### config.mk
export PLATFORM = sky130hd
export DESIGN_NAME = countdown_timer_mc_flat
export DESIGN_NICKNAME = d
export VERILOG_FILES = /design/src/rtl/countdown_timer_mc_if.sv /design/src/rtl/countdown_timer_mc.sv /design/src/flat_wrapper.sv
export SDC_FILE = /design/constraint.sdc
export NUM_CORES = 1
export LEC_CHECK = 0
export CORE_AREA = 2 2 136 138
export DETAILED_ROUTE_END_ITERATION = 6
export DIE_AREA = 0 0 138 140
export PLACE_DENSITY = 0.85
export SYNTH_ARGS = -nofsm -noshare
export SYNTH_HDL_FRONTEND = slang
export SYNTH_SLANG_ARGS = --single-unit
### constraint.sdc
create_clock -name clk -period 2.9 [get_ports clk]
set_input_delay 0.435 -clock clk [delete_from_list [all_inputs] [get_ports clk]]
set_output_delay 0.435 -clock clk [all_outputs]
set_load 0.005 [all_outputs]
### src/rtl/countdown_timer_mc_if.sv
// Panel/display bundle for the multi-channel countdown timer: tick, mode switch,
// channel select and keys in; selected-channel value and per-channel status out.
interface countdown_timer_mc_if #(
  parameter int NUM_CH = 4,
  parameter int CW     = (NUM_CH > 1) ? $clog2(NUM_CH) : 1
);
  logic              tick;
  logic              sw_timer;
  logic [CW-1:0]     ch_sel;
  logic              key_next;
  logic              key_inc;
  logic              key_dec;
  logic              key_start;
  logic [5:0]        sel_seconds;
  logic [5:0]        sel_minutes;
  logic [4:0]        sel_hours;
  logic [4:0]        sel_days;
  logic [1:0]        set_index;
  logic [NUM_CH-1:0] running;
  logic [NUM_CH-1:0] expired;
  logic              alarm;

  modport master (
    output tick, sw_timer, ch_sel, key_next, key_inc, key_dec, key_start,
    input  sel_seconds, sel_minutes, sel_hours, sel_days, set_index,
           running, expired, alarm
  );

  modport slave (
    input  tick, sw_timer, ch_sel, key_next, key_inc, key_dec, key_start,
    output sel_seconds, sel_minutes, sel_hours, sel_days, set_index,
           running, expired, alarm
  );
endinterface

### src/rtl/countdown_timer_mc.sv
// NUM_CH independent day:hour:minute:second countdowns edited from a shared key
// panel, counted down on a 1 Hz tick, with per-channel alarm counters merged into one alarm.
module countdown_timer_mc #(
  parameter int NUM_CH     = 4,
  parameter int DAY_MAX    = 31,
  parameter int ALARM_SECS = 10
) (
  input logic                 clk,
  input logic                 rst_n,
  countdown_timer_mc_if.slave bus
);
  localparam int CW = (NUM_CH > 1) ? $clog2(NUM_CH) : 1;
  localparam int AW = (ALARM_SECS > 1) ? $clog2(ALARM_SECS + 1) : 1;

  typedef enum logic [1:0] {
    ST_SET     = 2'd0,
    ST_RUN     = 2'd1,
    ST_PAUSE   = 2'd2,
    ST_EXPIRED = 2'd3
  } state_t;

  function automatic logic [5:0] wrap_step(input logic [5:0] v, input logic [5:0] vmax,
                                           input logic up, input logic dn);
    logic [5:0] r;
    if (up && !dn) begin
      r = (v == vmax) ? 6'd0 : v + 6'd1;
    end else if (dn && !up) begin
      r = (v == 6'd0) ? vmax : v - 6'd1;
    end else begin
      r = v;
    end
    return r;
  endfunction

  state_t      state_r [NUM_CH];
  state_t      state_s [NUM_CH];
  logic [5:0]  sec_r   [NUM_CH];
  logic [5:0]  sec_s   [NUM_CH];
  logic [5:0]  min_r   [NUM_CH];
  logic [5:0]  min_s   [NUM_CH];
  logic [4:0]  hr_r    [NUM_CH];
  logic [4:0]  hr_s    [NUM_CH];
  logic [4:0]  day_r   [NUM_CH];
  logic [4:0]  day_s   [NUM_CH];
  logic [AW-1:0] alarm_cnt_r [NUM_CH];
  logic [AW-1:0] alarm_cnt_s [NUM_CH];

  logic [1:0]        set_index_r;
  logic [1:0]        set_index_s;
  logic [CW-1:0]     ch_sel_r;
  logic              next_prev_r;
  logic              inc_prev_r;
  logic              dec_prev_r;
  logic              start_prev_r;
  logic              next_p_s;
  logic              inc_p_s;
  logic              dec_p_s;
  logic              start_p_s;
  logic [NUM_CH-1:0] hit_s;
  logic [NUM_CH-1:0] nonzero_s;

  assign next_p_s  = bus.key_next  & ~next_prev_r;
  assign inc_p_s   = bus.key_inc   & ~inc_prev_r;
  assign dec_p_s   = bus.key_dec   & ~dec_prev_r;
  assign start_p_s = bus.key_start & ~start_prev_r;

  // Key history starts high so a key held through reset never counts as a press.
  always_ff @(posedge clk or negedge rst_n) begin
    if (!rst_n) begin
      next_prev_r  <= 1'b1;
      inc_prev_r   <= 1'b1;
      dec_prev_r   <= 1'b1;
      start_prev_r <= 1'b1;
      ch_sel_r     <= '0;
      set_index_r  <= 2'd0;
    end else begin
      next_prev_r  <= bus.key_next;
      inc_prev_r   <= bus.key_inc;
      dec_prev_r   <= bus.key_dec;
      start_prev_r <= bus.key_start;
      ch_sel_r     <= bus.ch_sel;
      set_index_r  <= set_index_s;
    end
  end

  // Edited field: cleared by mode-off or a channel switch, otherwise stepped by key_next.
  always_comb begin
    set_index_s = set_index_r;
    if (!bus.sw_timer || (bus.ch_sel != ch_sel_r)) begin
      set_index_s = 2'd0;
    end else if (next_p_s) begin
      set_index_s = set_index_r + 2'd1;
    end else begin
      set_index_s = set_index_r;
    end
  end

  // Channel select decode and nonzero detect.
  always_comb begin
    hit_s     = '0;
    nonzero_s = '0;
    for (int i = 0; i < NUM_CH; i++) begin
      hit_s[i]     = (bus.ch_sel == CW'(i));
      nonzero_s[i] = |{sec_r[i], min_r[i], hr_r[i], day_r[i]};
    end
  end

  // Per-channel next state: edits, start/pause, borrow-chain countdown and alarm counter.
  always_comb begin
    for (int i = 0; i < NUM_CH; i++) begin
      state_s[i]     = state_r[i];
      sec_s[i]       = sec_r[i];
      min_s[i]       = min_r[i];
      hr_s[i]        = hr_r[i];
      day_s[i]       = day_r[i];
      alarm_cnt_s[i] = alarm_cnt_r[i];

      if (!bus.sw_timer) begin
        state_s[i]     = ST_SET;
        sec_s[i]       = 6'd0;
        min_s[i]       = 6'd0;
        hr_s[i]        = 5'd0;
        day_s[i]       = 5'd0;
        alarm_cnt_s[i] = '0;
      end else begin
        if (bus.tick && (alarm_cnt_r[i] != '0)) begin
          alarm_cnt_s[i] = alarm_cnt_r[i] - AW'(1);
        end else begin
          alarm_cnt_s[i] = alarm_cnt_r[i];
        end

        case (state_r[i])
          ST_SET, ST_PAUSE: begin
            if (hit_s[i]) begin
              case (set_index_r)
                2'd0:    sec_s[i] = wrap_step(sec_r[i], 6'd59, inc_p_s, dec_p_s);
                2'd1:    min_s[i] = wrap_step(min_r[i], 6'd59, inc_p_s, dec_p_s);
                2'd2:    hr_s[i]  = 5'(wrap_step({1'b0, hr_r[i]}, 6'd23, inc_p_s, dec_p_s));
                2'd3:    day_s[i] = 5'(wrap_step({1'b0, day_r[i]}, 6'(DAY_MAX), inc_p_s, dec_p_s));
                default: sec_s[i] = sec_r[i];
              endcase
              if (start_p_s && nonzero_s[i]) begin
                state_s[i] = ST_RUN;
              end else if (start_p_s) begin
                state_s[i] = ST_SET;
              end else begin
                state_s[i] = state_r[i];
              end
            end else begin
              state_s[i] = state_r[i];
            end
          end
          ST_RUN: begin
            // A start press in the same cycle as tick pauses before the tick is counted.
            if (hit_s[i] && start_p_s) begin
              state_s[i] = ST_PAUSE;
            end else if (bus.tick) begin
              if (sec_r[i] != 6'd0) begin
                sec_s[i] = sec_r[i] - 6'd1;
              end else if (min_r[i] != 6'd0) begin
                sec_s[i] = 6'd59;
                min_s[i] = min_r[i] - 6'd1;
              end else if (hr_r[i] != 5'd0) begin
                sec_s[i] = 6'd59;
                min_s[i] = 6'd59;
                hr_s[i]  = hr_r[i] - 5'd1;
              end else begin
                sec_s[i] = 6'd59;
                min_s[i] = 6'd59;
                hr_s[i]  = 5'd23;
                day_s[i] = day_r[i] - 5'd1;
              end
              if ((sec_r[i] == 6'd1) && (min_r[i] == 6'd0) && (hr_r[i] == 5'd0) && (day_r[i] == 5'd0)) begin
                state_s[i]     = ST_EXPIRED;
                alarm_cnt_s[i] = AW'(ALARM_SECS);
              end else begin
                state_s[i] = ST_RUN;
              end
            end else begin
              state_s[i] = ST_RUN;
            end
          end
          ST_EXPIRED: begin
            if (hit_s[i] && start_p_s) begin
              state_s[i]     = ST_SET;
              alarm_cnt_s[i] = '0;
            end else begin
              state_s[i] = ST_EXPIRED;
            end
          end
          default: state_s[i] = ST_SET;
        endcase
      end
    end
  end

  // Channel state registers.
  always_ff @(posedge clk or negedge rst_n) begin
    if (!rst_n) begin
      for (int i = 0; i < NUM_CH; i++) begin
        state_r[i]     <= ST_SET;
        sec_r[i]       <= 6'd0;
        min_r[i]       <= 6'd0;
        hr_r[i]        <= 5'd0;
        day_r[i]       <= 5'd0;
        alarm_cnt_r[i] <= '0;
      end
    end else begin
      for (int i = 0; i < NUM_CH; i++) begin
        state_r[i]     <= state_s[i];
        sec_r[i]       <= sec_s[i];
        min_r[i]       <= min_s[i];
        hr_r[i]        <= hr_s[i];
        day_r[i]       <= day_s[i];
        alarm_cnt_r[i] <= alarm_cnt_s[i];
      end
    end
  end

  // Selected-channel mux and status decode of registered state.
  always_comb begin
    bus.sel_seconds = 6'd0;
    bus.sel_minutes = 6'd0;
    bus.sel_hours   = 5'd0;
    bus.sel_days    = 5'd0;
    bus.running     = '0;
    bus.expired     = '0;
    bus.alarm       = 1'b0;
    for (int i = 0; i < NUM_CH; i++) begin
      if (hit_s[i]) begin
        bus.sel_seconds = sec_r[i];
        bus.sel_minutes = min_r[i];
        bus.sel_hours   = hr_r[i];
        bus.sel_days    = day_r[i];
      end else begin
        bus.alarm = bus.alarm;
      end
      bus.running[i] = (state_r[i] == ST_RUN);
      bus.expired[i] = (state_r[i] == ST_EXPIRED);
      bus.alarm      = bus.alarm | (alarm_cnt_r[i] != '0);
    end
  end

  assign bus.set_index = set_index_r;

endmodule

### src/flat_wrapper.sv
// flat-port wrapper written by rule: the top's interface ports become plain ports
module countdown_timer_mc_flat 
#(
  parameter int NUM_CH     = 4,
  parameter int DAY_MAX    = 31,
  parameter int ALARM_SECS = 10
)
  (clk, rst_n, bus_tick, bus_sw_timer, bus_ch_sel, bus_key_next, bus_key_inc, bus_key_dec, bus_key_start, bus_sel_seconds, bus_sel_minutes, bus_sel_hours, bus_sel_days, bus_set_index, bus_running, bus_expired, bus_alarm);
  countdown_timer_mc_if #(.NUM_CH(NUM_CH)) bus_i ();
  input logic clk;
  input logic rst_n;
  input wire logic [$bits(bus_i.tick)-1:0] bus_tick;
  input wire logic [$bits(bus_i.sw_timer)-1:0] bus_sw_timer;
  input wire logic [$bits(bus_i.ch_sel)-1:0] bus_ch_sel;
  input wire logic [$bits(bus_i.key_next)-1:0] bus_key_next;
  input wire logic [$bits(bus_i.key_inc)-1:0] bus_key_inc;
  input wire logic [$bits(bus_i.key_dec)-1:0] bus_key_dec;
  input wire logic [$bits(bus_i.key_start)-1:0] bus_key_start;
  output wire logic [$bits(bus_i.sel_seconds)-1:0] bus_sel_seconds;
  output wire logic [$bits(bus_i.sel_minutes)-1:0] bus_sel_minutes;
  output wire logic [$bits(bus_i.sel_hours)-1:0] bus_sel_hours;
  output wire logic [$bits(bus_i.sel_days)-1:0] bus_sel_days;
  output wire logic [$bits(bus_i.set_index)-1:0] bus_set_index;
  output wire logic [$bits(bus_i.running)-1:0] bus_running;
  output wire logic [$bits(bus_i.expired)-1:0] bus_expired;
  output wire logic [$bits(bus_i.alarm)-1:0] bus_alarm;
  assign bus_i.tick = bus_tick;
  assign bus_i.sw_timer = bus_sw_timer;
  assign bus_i.ch_sel = bus_ch_sel;
  assign bus_i.key_next = bus_key_next;
  assign bus_i.key_inc = bus_key_inc;
  assign bus_i.key_dec = bus_key_dec;
  assign bus_i.key_start = bus_key_start;
  assign bus_sel_seconds = bus_i.sel_seconds;
  assign bus_sel_minutes = bus_i.sel_minutes;
  assign bus_sel_hours = bus_i.sel_hours;
  assign bus_sel_days = bus_i.sel_days;
  assign bus_set_index = bus_i.set_index;
  assign bus_running = bus_i.running;
  assign bus_expired = bus_i.expired;
  assign bus_alarm = bus_i.alarm;
  countdown_timer_mc #(.NUM_CH(NUM_CH), .DAY_MAX(DAY_MAX), .ALARM_SECS(ALARM_SECS)) u_core (.clk(clk), .rst_n(rst_n), .bus(bus_i));
endmodule
# Yosys cells after proc, flatten, opt, wreduce, memory -nomap -nowiden
# Cells that the tools add are included.
# op_classes
add_sub_neg	45
eq_ne	91
n_mux	275
bitwise	11
reduce_logical	97
# ops
op	n
$mux 6	92
$mux 5	104
$mux 4	24
$pmux 6 s2	8
$reduce_or 22->1	4
$pmux 5 s2	8
$sub 5x1->5 const B	16
$ne 3x3->1 const B	24
$mux 2	31
$add 6x1->6 const B	8
$eq 6x6->1 const B	8
$logic_not 6->1	8
$ne 3x2->1 const B	16
$reduce_bool 6->1	8
$sub 6x1->6 const B	8
$add 5x1->5 const B	8
$eq 5x5->1 const B	8
$logic_not 5->1	8
$reduce_and 9->1	4
$ne 4x2->1 const B	8
$pmux 4 s2	4
$reduce_and 8->1	4
$reduce_and 7->1	4
$logic_and 1x1->1	26
20 further kinds	78
# word_totals
register_bits	120
input_bits	10
output_inout_bits	33
elab_cells	549

# Longest topological paths before layout
# Gate-level depths: netlist of run 1.
# depth
word_depth	10
depth_mapped	9

# Worst setup path before layout of run 1
# OpenSTA, ideal clock, no wires.
# synth_timing
path_kind	input -> register
from	in bus_key_inc
to	reg u_core.day_r[14] in the netlist's numbering
setup_ps	125
arrival_ps	2131
path_slack_ps	644
stages	7
path_cell_list	nor2b_1 ha_1 or4b_1 nand3_1 o21a_1 nand2_1 mux2_2
# synth_between
elab_chain_cells	7
elab_cells_between_ends	11
classes_between	eq/ne: 1; mux: 5; bitwise: 1; reduce/logical: 4
# synth_lines
element	line_no	source
start, declared	flat_wrapper.sv:16	input wire logic [$bits(bus_i.key_inc)-1:0] bus_key_inc;
$and 1x1->1 (*)	countdown_timer_mc.sv:63	assign inc_p_s = bus.key_inc & ~inc_prev_r;
$logic_and 1x1->1	countdown_timer_mc.sv:25	if (up && !dn) begin
$mux 5	countdown_timer_mc.sv:25	
$mux 5	countdown_timer_mc.sv:135	case (set_index_r)
$mux 5	countdown_timer_mc.sv:134	if (hit_s[i]) begin
$pmux 5 s2	countdown_timer_mc.sv:132	case (state_r[i])
$mux 5	countdown_timer_mc.sv:118	if (!bus.sw_timer) begin
end signal, assigned by index	countdown_timer_mc.sv:214	day_r[i] <= day_s[i];
end, declared	countdown_timer_mc.sv:43	logic [4:0] day_r [NUM_CH];
# Every way passes the cells marked *; elsewhere a longest branch is shown, timed or not. The select of a mux whose other input is x is not followed.
# A chain may end at the register's enable or synchronous reset.

# Worst setup path after layout of run 1
# layout_timing
from	in bus_ch_sel[1]
to	out bus_sel_minutes[5]
# layout_between
elab_chain_cells	5
elab_cells_between_ends	8
classes_between	eq/ne: 3; mux: 4; reduce/logical: 1
# layout_lines
element	line_no	source
start, declared	flat_wrapper.sv:14	input wire logic [$bits(bus_i.ch_sel)-1:0] bus_ch_sel;
$logic_not 2->1	countdown_timer_mc.sv:103	hit_s[i] = (bus.ch_sel == CW'(i));
$mux 6 (3 in series)	countdown_timer_mc.sv:230	if (hit_s[i]) begin
$mux 6 (*)	countdown_timer_mc.sv:230	
end, declared	flat_wrapper.sv:20	output wire logic [$bits(bus_i.sel_minutes)-1:0] bus_sel_minutes;
# Every way passes the cells marked *; elsewhere a longest branch is shown, timed or not.

==> results.md, run 1 <==
* Outcome: complete, but fails checks
* Violated checks: DRC, hold timing
* DR pass1 iterations at 7
* Syn Std Cell Area at 10500 um2
* Crit path launch type: primary input
* Critical path required time at 2470 ps
* Antenna Nets Post-Route at 0
* # hold bufs at CTS at 0
* DRT Wirelength at 34.2 mm
* Boundary Pins at 43
* Drc violations at 11
* Crit-path max FO at 34
* Clock Latency Late Sink at 420 ps
* First-pass GRT wire length at 54.6 mm
* Cells after synthesis at 1260
* Util after Layout at 67.4%
* Initial drt markers at 1769
* Synth Flop Type: dfrtp_1
* CTS tree: built
* Htree depth at 4
* Pwr Density at 880 nW/um2
* CTS max path bufs at 2
* Maxcap violations at 0
* Area grow syn2layout at 14.2%
* Kind of critical path: primary input to output pin
* Layout cells sized above 1 at 13.3%
* Slowest cell on crit path: mux4_2
* Max frequency at 375 MHz
* Sequential-to-total area share from yosys stat at 28.7%
* Final hold violations at 2
* Flops & latches, synth at 120
* All-layer global routing usage at 35.0%
* Clk sinks at 120
* Detail Placement HPWL at 23.9 mm
* Inserted Diodes at 0
* Slew HR at 50.3%
* Largest net degree at the start of global routing at 43
* Fin crit share at 91.9%
* Antenna violations before repair at 1
* Die area at 19300 um2
* Starting Density at 59.0%
* Reg clk slew, reported paths at 50 ps
* Vias/cell at 7.17
* Total Power at 0.0105 W
* Synth cell types at 84
* Hold/Removal Path Class: primary input to async pin
* Total of warnings raised by yosys at 0
* Post-layout minimum cycle time at 2670 ps
* Crit path top cell by count: clkdlybuf4s50_1
* Core region area at 17800 um2
* Tightest Pin Transition at 736 ps
* DR WL/cell at 22.3 um
* Leak at 4.94 nW
* Final instance area at 12000 um2
* Final #Nets at 1367
* Multi-input gate area at 6840 um2
* CTS buffer count at 17
* Post-synth ARST share at 100%
* Clock Skews at 5.97 ps
* Peak supply drop at 0.660 mV
* Syn_nets at 1335
* Die X at 138 um
* Crit-path cells: clkdlybuf4s50_1, buf_12, mux4_2, clkdlybuf4s50_1
* Fill cells at 1398
* GP Congestion at 0.948
* CTS resizes at 0
* Setup crit end kind: output pin
* CP arrival at 2230 ps
* Num rows at 49
* Reg area at 3010 um2
* Vias at 11000
* Worst path bufs/invs at 3
* Synth Area per Inst at 8.32 um2
* Remaining Overflow, GRT at 0
* Placed inst area at 11400 um2
* PortBufs at 42
* Setup ws final at 234 ps
* Vias in the first global route at 10200
* Number of max-slew violations in the final report at 0
* Hold WS at -9.41 ps
* Worst path max stage delay at 570 ps
* Delay-heaviest family, CP: buffers and inverters
* Postcts setup bufs at 0
* RSZ-0062 raised after global routing: false
* Die H at 140 um
* CTS root buf: clkbuf_16
* Pre-CTS setup slack at -22.1 ps
* Post-synth EDFFs at 0
* Endpoints failing setup at 0
## stage by stage
stage / std cells / TNS, ps
6_report: 1533 / 0
3_3_place_gp: 1502 / 0
4_1_cts: 1533 / 0
2_1_floorplan: 1260 / 0
5_1_grt: 1533 / 0
3_5_place_dp: 1502 / -36.9
## worst paths after layout
check	slack (ps)	end	start	depth (start not counted)
worst min register to register	580	u_core.state_r[3]	u_core.state_r[3]	1
worst max-delay path	230	bus_sel_minutes[5]	bus_ch_sel[1]	4
min in group clk	450	u_core.next_prev_r	bus_key_next	1
max in group asynchronous	2180	u_core.inc_prev_r	rst_n	2
worst max register to register	330	u_core.day_r[17]	u_core.inc_prev_r	8
worst min-delay path	-9	u_core.alarm_cnt_r[6]	rst_n	1
## layout make-up
| cell class | instances | share of cell area (%) |
|---|---|---|
| repair buffers | 111 | 8.46 |
| inverters | 62 | 1.95 |
| well taps | 229 | 2.39 |
| clock inverters | 8 | 1.00 |
| multi-input cells | 980 | 57.1 |
| flip-flops and latches | 120 | 25.1 |
| clock buffers | 23 | 3.99 |
## where the power goes
part / leakage, nW / switching [W] / internal (W) / total [W]
Sequential: 1.55 / 0.00129 / 0.00219 / 0.00348
Combinational: 3.10 / 0.00253 / 0.00233 / 0.00486
Clock: 0.289 / 0.000783 / 0.00141 / 0.00219
Total: 4.94 / 0.00461 / 0.00593 / 0.0105
## flip-flops by register name, summed over array words and instances, names as in the netlist
name                  cells
u_core.hr_r              20
u_core.bus.set_index      2
u_core.next_prev_r        1
u_core.alarm_cnt_r       16
u_core.min_r             24
u_core.start_prev_r       1
u_core.sec_r             24
u_core.ch_sel_r           2
u_core.dec_prev_r         1
u_core.inc_prev_r         1
u_core.day_r             20
u_core.state_r            8
## cells in the mapped netlist, types with 13 or more instances
| cell | n | area share, % |
|---|---|---|
| and3_1 | 19 | 1.1 |
| nor2_1 | 85 | 3.0 |
| inv_1 | 58 | 2.1 |
| o211ai_1 | 14 | 1.0 |
| buf_2 | 24 | 1.1 |
| ha_1 | 65 | 7.8 |
| or3_1 | 14 | 0.84 |
| a21oi_1 | 96 | 4.6 |
| clkbuf_1 | 68 | 2.4 |
| nand4_1 | 20 | 1.2 |
| nand3_1 | 73 | 3.5 |
| dfrtp_1 | 116 | 28 |
| nor4_1 | 13 | 0.78 |
| nand2b_1 | 20 | 1.2 |
| nor2b_1 | 14 | 0.84 |
| mux4_2 | 22 | 4.7 |
| nor3_1 | 27 | 1.3 |
| o21ai_0 | 74 | 3.5 |
| a31oi_1 | 30 | 1.8 |
| xnor2_1 | 26 | 2.2 |
| nor3b_1 | 16 | 1.1 |
| nand2_1 | 99 | 3.5 |
| o31ai_1 | 16 | 1.1 |
## placed cells by master, fill, tap and decap left out, types with 13 or more instances in the layout
master,netlist,layout
o31ai_1,16,16
o21ai_0,74,74
buf_4,0,63
o211ai_1,14,14
dfrtp_1,116,116
mux4_2,22,22
nand2b_1,20,20
a31oi_1,30,30
nand2_1,99,99
nand4_1,20,20
nand3_1,73,73
nor2b_1,14,14
or3_1,14,14
nor3b_1,16,16
xnor2_1,26,26
ha_1,65,65
clkdlybuf4s50_1,0,39
and3_1,19,19
nor2_1,85,85
nor3_1,27,27
a21oi_1,96,96
clkbuf_16,0,17
nor4_1,13,13
inv_1,58,58
## worst register-to-register path, stage by stage, from the launching register on
cell	delay, ps
dfstp_2	520
nor2b_1	40
ha_1	440
buf_4	200
nor4_2	310
a22o_1	210
o211a_1	330
o21ai_0	140
a32o_1	270
## cells by family after synthesis
family | synth area share (%)
multiplexers | 6.68
adder cells (fa/ha/maj) | 7.76
XOR/XNOR | 2.67
buffers and inverters | 6.10
flip-flops | 28.7
AND/OR/NAND/NOR | 24.4
AO/OA/AOI/OAI | 23.7
## metal layers
metal / vias to the layer above / wire length (um) / GRT usage (%)
li1: 4826 / - / -
met1: 5176 / 12800 / 45.5
met2: 809 / 15200 / 53.4
met3: 179 / 4300 / 9.37
met4: 2 / 1870 / 19.3
met5: - / 13 / 0
No activity file was read; power rests on OpenSTA's default activity.
==> run 2: changes to the inputs <==
- CORE_AREA: 2 2 136 138 -> 4 4 138 140
- DIE_AREA: 0 0 138 140 -> 0 0 142 144
==> results.md, run 2 (synthesis results as in run 1) <==
* Outcome: complete, but fails checks
* Violated checks: DRC
* Htree depth at 4
* DR WL/cell at 22.0 um
* Multi-input gate area at 6840 um2
* Met3 Track Usage GR at 6.65%
* Detail Placement HPWL at 24.2 mm
* Vias in the first global route at 10200
* Die area at 20400 um2
* Util after Layout at 67.5%
* Reg area at 3010 um2
* Reg clk slew, reported paths at 50 ps
* Remaining Overflow, GRT at 0
* Crit path launch type: primary input
* GR peak layer: met2
* Hold/Removal Path Class: primary input to register
* Layout cells sized above 1 at 13.8%
* R2R depth at 8
* Crit. Startpoint: bus_ch_sel[1]
* Inserted Diodes at 0
* Internal at 0.00596 W
* Most frequent cells in the layout: dfrtp_1, nand2_1, a21oi_1
* Switching portion of total power at 43.4%
* Max frequency at 365 MHz
* Clk pwr share at 21.1%
* RSZ-0062 raised after global routing: false
* Post-layout minimum cycle time at 2740 ps
* Sequential share of power at 33.3%
* Switching power at 0.00456 W
* Core region area at 17800 um2
* Area grow syn2layout at 14.9%
* Leak at 4.98 nW
* All-layer global routing usage at 33.5%
* Clk sinks at 120
* Met1 usage at 45.4%
* Met2 Resource Use GR at 51.3%
* Worst R2R Setup Slack at 400 ps
* Boundary Pins at 43
* Combinational share of power at 45.6%
* First-pass GRT wire length at 54.7 mm
* Fin crit share at 94.6%
* Kind of critical path: primary input to output pin
* CTS tree: built
* Pwr Density at 874 nW/um2
* Num rows at 49
* Slew HR at 48.2%
* Top Registers: u_core.min_r (24), u_core.sec_r (24)
* Clock Skews at 5.98 ps
* CTS root buf: clkbuf_16
* DRT Wirelength at 33.9 mm
* CP arrival at 2310 ps
* Tightest Pin Transition at 766 ps
* Peak supply drop at 0.516 mV
* Critical path required time at 2470 ps
* GP Congestion at 0.979
* FF-to-FF Start: u_core.inc_prev_r
* Setup_tns at 0 ps
* Endpoints failing setup at 0
* Number of max-slew violations in the final report at 0
* Starting Density at 58.8%
* Fill cells at 1410
* Drc violations at 9
* PortBufs at 42
* CTS buffer count at 17
* Initial drt markers at 1456
* Setup crit end: bus_sel_days[4]
* Vias at 10900
* Final #Nets at 1374
* Largest net degree at the start of global routing at 48
* Antenna Nets Post-Route at 0
* Worst reg2reg endpoint: u_core.day_r[17]
* Most common cell after layout, fill and taps aside: dfrtp_1
* DR pass1 iterations at 7
* Vias/cell at 7.07
* Postcts setup bufs at 0
* Final hold violations at 0
* Die X at 142 um
* Setup crit end kind: output pin
* CTS max path bufs at 2
* Die H at 144 um
* Maxcap violations at 0
* Antenna violations before repair at 0
* Crit-path max FO at 25
* Clock Latency Late Sink at 420 ps
[run 2: worst min path at each step]
stage,from,to,slack [ps],cells after the start
after floorplan,rst_n,u_core.alarm_cnt_r[0],140,0
after detailed placement,rst_n,u_core.alarm_cnt_r[5],390,1
after global routing,bus_key_next,u_core.next_prev_r,440,1
final,bus_key_inc,u_core.inc_prev_r,440,1
after global placement,rst_n,u_core.alarm_cnt_r[5],390,1
after CTS,bus_key_next,u_core.next_prev_r,440,1
[run 2: cell type report]
| type | count | share of cell area, % |
|---|---|---|
| Inverter | 62 | 1.94 |
| Clock buffer | 23 | 4.05 |
| Timing Repair Buffer | 118 | 8.87 |
| Clock inverter | 8 | 0.997 |
| Multi-Input combinational cell | 980 | 56.8 |
| Sequential cell | 120 | 25.0 |
| Tap cell | 229 | 2.38 |
[run 2: stage by stage]
stage / instances / instance area (um2) / total power, W / worst slack (ps) / hold slack, ps
2_1_floorplan: 1260 / 10500 / 0.00648 / 644 / 139
3_3_place_gp: 1508 / 11400 / 0.00791 / 33.2 / 393
3_5_place_dp: 1508 / 11400 / 0.00809 / -36.9 / 392
4_1_cts: 1540 / 12000 / 0.0104 / 169 / 435
5_1_grt: 1540 / 12000 / 0.0112 / 91.4 / 436
6_report: 1540 / 12000 / 0.0105 / 157 / 443
[run 2: worst max-delay path, stage by stage]
cell and delay (ps):
clkdlybuf4s50_1 600, buf_12 230, mux4_2 570, clkdlybuf4s50_1 470
[run 2: timing repair]
| item | 4_1_cts | 5_1_grt |
|---|---|---|
| hold buffers | 1 | 0 |
| endpoints found under the hold margin | 23 | 0 |
| gates resized for setup | 0 | 0 |
[run 2: power by group through the flow]
stage          Sequential (W)  Combinational (W)  Clock [W]
2_1_floorplan         0.00261            0.00387          0
3_3_place_gp          0.00341            0.00450          0
3_5_place_dp          0.00343            0.00466          0
4_1_cts               0.00341            0.00472    0.00223
5_1_grt               0.00354            0.00532    0.00231
6_report              0.00351            0.00480    0.00222
[run 2: metal layers]
layer	up-vias	routed length [um]
met2	790	15000
met4	0	1790
met1	5133	12800
met3	166	4280
li1	4806	-
met5	-	0
